<file path="config.mk">
export PLATFORM = sky130hd
export DESIGN_NAME = nibble_serial_add_sub
export DESIGN_NICKNAME = d
export VERILOG_FILES = /design/src/rtl/nibble_serial_add_sub.sv
export SDC_FILE = /design/constraint.sdc
export NUM_CORES = 1
export LEC_CHECK = 0
export BUFFER_PORTS_ARGS = -buffer_cell sky130_fd_sc_hd__buf_2
export CORE_MARGIN = 5
export CORE_UTILIZATION = 45
export DETAILED_ROUTE_END_ITERATION = 8
export GPL_ROUTABILITY_DRIVEN = 0
export GPL_TIMING_DRIVEN = 1
export HOLD_SLACK_MARGIN = 0.15
export PLACE_DENSITY = 0.67
export SLEW_MARGIN = 20
export SYNTH_ARGS = -nofsm -noshare
export SYNTH_HDL_FRONTEND = slang
export SYNTH_SLANG_ARGS = --single-unit
</file>
<file path="constraint.sdc">
create_clock -name clk -period 3.49 [get_ports clk]
set_input_delay 0.8725 -clock clk [delete_from_list [all_inputs] [get_ports clk]]
set_output_delay 0.8725 -clock clk [all_outputs]
set_load 0.1 [all_outputs]
</file>
<file path="src/rtl/nibble_serial_add_sub.sv">
// Nibble-serial adder/subtractor: one 4-bit carry-lookahead slice per cycle, LSB nibble first.
// Optional signed-overflow flag port enabled by defining OVERFLOW_FLAG_EN.
module nibble_serial_add_sub #(
    parameter int DATA_W = 32
) (
    input  logic              clk,
    input  logic              rst_n,
    input  logic              start,
    input  logic [DATA_W-1:0] a,
    input  logic [DATA_W-1:0] b,
    input  logic              w,
    output logic              busy,
    output logic              done,
    output logic [DATA_W-1:0] sum,
    output logic              c_out
`ifdef OVERFLOW_FLAG_EN
    ,
    output logic              ovf
`endif
);

    localparam int NIB   = DATA_W / 4;
    localparam int CNT_W = $clog2(NIB);

    typedef enum logic [1:0] {IDLE, RUN, DONE} state_t;

    state_t              state;
    logic [CNT_W-1:0]    nib_cnt;
    logic [DATA_W-1:0]   a_q;
    logic [DATA_W-1:0]   b_q;      // addend already inverted for subtraction
    logic                carry_q;
    logic [DATA_W-5:0]   acc_q;    // completed low nibbles, newest on top
    logic [3:0]          nib_s;
    logic                nib_c;

    function automatic logic [4:0] cla4(input logic [3:0] x, input logic [3:0] y,
                                        input logic ci);
        logic [3:0] g;
        logic [3:0] p;
        logic [4:0] c;
        g    = x & y;
        p    = x ^ y;
        c[0] = ci;
        c[1] = g[0] | (p[0] & ci);
        c[2] = g[1] | (p[1] & g[0]) | (p[1] & p[0] & ci);
        c[3] = g[2] | (p[2] & g[1]) | (p[2] & p[1] & g[0]) | (p[2] & p[1] & p[0] & ci);
        c[4] = g[3] | (p[3] & g[2]) | (p[3] & p[2] & g[1]) | (p[3] & p[2] & p[1] & g[0])
             | (p[3] & p[2] & p[1] & p[0] & ci);
        return {c[4], p ^ c[3:0]};
    endfunction

    assign {nib_c, nib_s} = cla4(a_q[3:0], b_q[3:0], carry_q);

    always_ff @(posedge clk) begin
        if (!rst_n) begin
            state   <= IDLE;
            nib_cnt <= '0;
            a_q     <= '0;
            b_q     <= '0;
            carry_q <= 1'b0;
            acc_q   <= '0;
            busy    <= 1'b0;
            done    <= 1'b0;
            sum     <= '0;
            c_out   <= 1'b0;
`ifdef OVERFLOW_FLAG_EN
            ovf     <= 1'b0;
`endif
        end else begin
            unique case (state)
                RUN: begin
                    a_q     <= a_q >> 4;
                    b_q     <= b_q >> 4;
                    carry_q <= nib_c;
                    acc_q   <= {nib_s, acc_q[DATA_W-5:4]};
                    nib_cnt <= nib_cnt + CNT_W'(1);
                    if (nib_cnt == CNT_W'(NIB - 1)) begin
                        // Top nibble: publish the full result in one shot.
                        state <= DONE;
                        busy  <= 1'b0;
                        done  <= 1'b1;
                        sum   <= {nib_s, acc_q};
                        c_out <= nib_c;
`ifdef OVERFLOW_FLAG_EN
                        ovf   <= (a_q[3] == b_q[3]) && (nib_s[3] != a_q[3]);
`endif
                    end
                end
                default: begin
                    // IDLE and DONE both accept a new request.
                    done <= 1'b0;
                    busy <= start;
                    if (start) begin
                        state   <= RUN;
                        nib_cnt <= '0;
                        a_q     <= a;
                        b_q     <= b ^ {DATA_W{w}};
                        carry_q <= w;
                    end else begin
                        state <= IDLE;
                    end
                end
            endcase
        end
    end

endmodule

</file>
==> metrics <==
DRT antenna net count=0; combinational share of power=9.1%; Initial DRC Count=301; WHS=449 ps; H-tree levels=4; fraction of layout cells with a size suffix above 1=25.9%; Crit. Startpoint=state[0]; crit start category=flip-flop; PostCTS Resize Cnt=0; Critical Path Stages=1; main area contributors after synthesis=dfxtp_1, mux2i_1, a211oi_2, nand2_1, xor2_1; Starting Density=45.7%; CTS tree=yes; buffers plus inverters on the worst setup path=1; Reg power frac=41.4%; endpoints failing hold=0; Post-CTS Setup Bufs=0; worst flop-to-flop path endpoint=sum[17]; Mapped Area=0.00572 sq mm; critical path required time=2620 ps; clock network power share=49.5%; initial antenna violation count=0; CP Cell Sequence=buf_2; Total GRT Usage=17.1%; Tot Pwr=3.90 mW; fin. max-slew vios=0; largest net degree at the start of global routing=44; leading area contributor after synthesis=dfxtp_1; Leakage=2.89 nW; Total Wirelength=12200 microns; Horiz. Die Dim=123 microns; DR WL/cell=14.5 microns; DP Worst Slack=1150 ps; CTS Buf Count=17; Clock Tree Buf Depth=2; fin nets=734; CTS root buf=clkbuf_16; RSZ-0062 raised after global routing=no; Post-synth ARST share=0%; row cnt=41; outcome=complete, no violations; Area growth syn-to-layout=19.9%; final non-filler cell area=0.00686 sq mm; worst skew pair latency=410 ps; Port Buffers=102; Worst VDD drop=0.000389 V; Hold Buf Count CTS=0; CP max stage delay=490 ps; YS warnings=0; vias per cell=5.11; Switching Power=0.896 mW; first-pass detailed-route iteration total=4; crit path capture=busy; fillers=1173; Sw Ratio=23.0%; io pins=103; n_diodes=0; cell depth of the worst flop-to-flop path=6; Top delay family on crit path=buffers and inverters; skew final=8.44 ps; dpl hpwl=8240 microns; total number of vias=4316; Post-synth EDFFs=0; Die Y=123 microns; Final WS setup=1250 ps; Yosys reg bits=132; Finish-stage setup viols=0; first-pass GRT wire length=20400 microns; crit share post-route=64.1%; Seq/Total Area, Yosys=46.2%; count leader, synth=dfxtp_1; critical path's slowest cell=buf_2; crit path time final=2240 ps; top_reg_cell synth=dfxtp_1; Int Pwr=3.00 mW; Reg clk slew, reported paths=60 ps; Remaining Overflow, GRT=0; core area=0.0125 sq mm; Avg Cell Area, Syn=9.86 sq um; share of the synthesized area in the top cell type=46.2%; Post-Syn Nets=655; CP Capture Type=output port; top cells by count, synth=dfxtp_1, nand2_1, mux2i_1; vias in the first global route=4283; flop2flop setup slack=1390 ps; r2r startpoint=nib_cnt[0]; Worst Tran Pin Value=925 ps; # clock sinks=132; crit-path max FO=7; Area after DPL=0.00620 sq mm; post-route setup TNS=0 ps; Cells after Synth=580; die area=0.0151 sq mm; CP arrival=1370 ps; fmax=447 MHz; PD cells=569 mW/mm^2; Slew headroom=38.3%; Post-route DRC=0; max-cap violations=0; min-delay worst type=reg2reg; Distinct cells, synth=43; Setup Crit Path Kind=reg2out
-- cell families after synthesis --
kind of cell	Yosys count	synth area share, %
compound gates	136	18.2
xor+xnor	33	5.06
fa+ha+maj	7	1.66
buf+inv	54	5.82
flops	132	46.2
mux	62	10.9
simple gates	156	12.2
-- layout by cell type (no fill, tap or decap), types with 2 or more instances in the layout --
master / Yosys / routed
o2111ai_1: 2 / 2
nand2_1: 67 / 67
xor2_1: 28 / 28
clkinv_4: 0 / 3
clkinvlp_4: 0 / 2
mux2i_1: 60 / 60
ha_1: 6 / 6
nor2_1: 41 / 41
nand3b_1: 5 / 5
dfxtp_1: 132 / 132
o21ai_0: 5 / 5
buf_4: 16 / 8
inv_1: 3 / 3
a211oi_2: 27 / 27
o311ai_1: 2 / 2
a21oi_1: 34 / 34
o211ai_1: 2 / 2
nand2b_1: 3 / 2
clkbuf_8: 0 / 4
xnor2_1: 5 / 5
o21ai_1: 25 / 25
a22o_1: 25 / 25
a211oi_1: 6 / 6
buf_2: 26 / 101
clkbuf_16: 0 / 17
bufinv_16: 0 / 4
and3b_1: 2 / 2
nand3_1: 32 / 32
-- layout make-up --
class	instances	area, sq um	area share (%)
sequential	132	2640	38.5
clock inverter	10	170	2.48
multi-input combinational	394	2740	40.0
clock buffer	22	484	7.06
tap	172	215	3.14
timing repair buffer	110	586	8.54
inverter	4	15.0	0.219
-- metrics by stage --
stage	utilization, %	cells
final	54.8	844
after global routing	54.8	844
after CTS	54.8	844
after detailed placement	49.6	812
after global placement	49.6	812
after floorplan	-	580
-- layer usage --
| metal | wire length (microns) | GRT usage [%] |
|---|---|---|
| met1 | 5540 | 21.7 |
| met2 | 5920 | 27.8 |
| met3 | 545 | 4.75 |
| met4 | 188 | 5.95 |
| met5 | 0 | 0 |
-- power by group through the flow --
stage               combinational, mW  clock (mW)  sequential, mW
floorplan                       0.278           0            1.64
global placement                0.347           0            1.65
detailed placement              0.357           0            1.65
CTS                             0.358        1.95            1.62
global route                    0.397        2.03            1.62
finish                          0.355        1.93            1.62
-- state kept, by name, indices dropped and copies added, names as in the netlist --
register	flops
sum	32
state	2
carry_q	1
b_q	32
c_out	1
done	1
a_q	32
acc_q	28
nib_cnt	3
-- worst min-delay path, stage by stage (launching register included) --
cell,delay (ps)
dfxtp_1,300
nand2_1,50
a21oi_1,50
-- worst min-delay path by stage --
stage / start / endpoint / slack [ps] / depth (start not counted)
global placement: sum[14] / sum[14] / 440 / 2
floorplan: acc_q[1] / sum[1] / 430 / 2
detailed placement: sum[11] / sum[11] / 440 / 2
CTS: sum[0] / sum[0] / 450 / 2
finish: sum[0] / sum[0] / 450 / 2
global route: sum[13] / sum[13] / 470 / 2
Note: power is estimated with default switching activity, not from simulation.
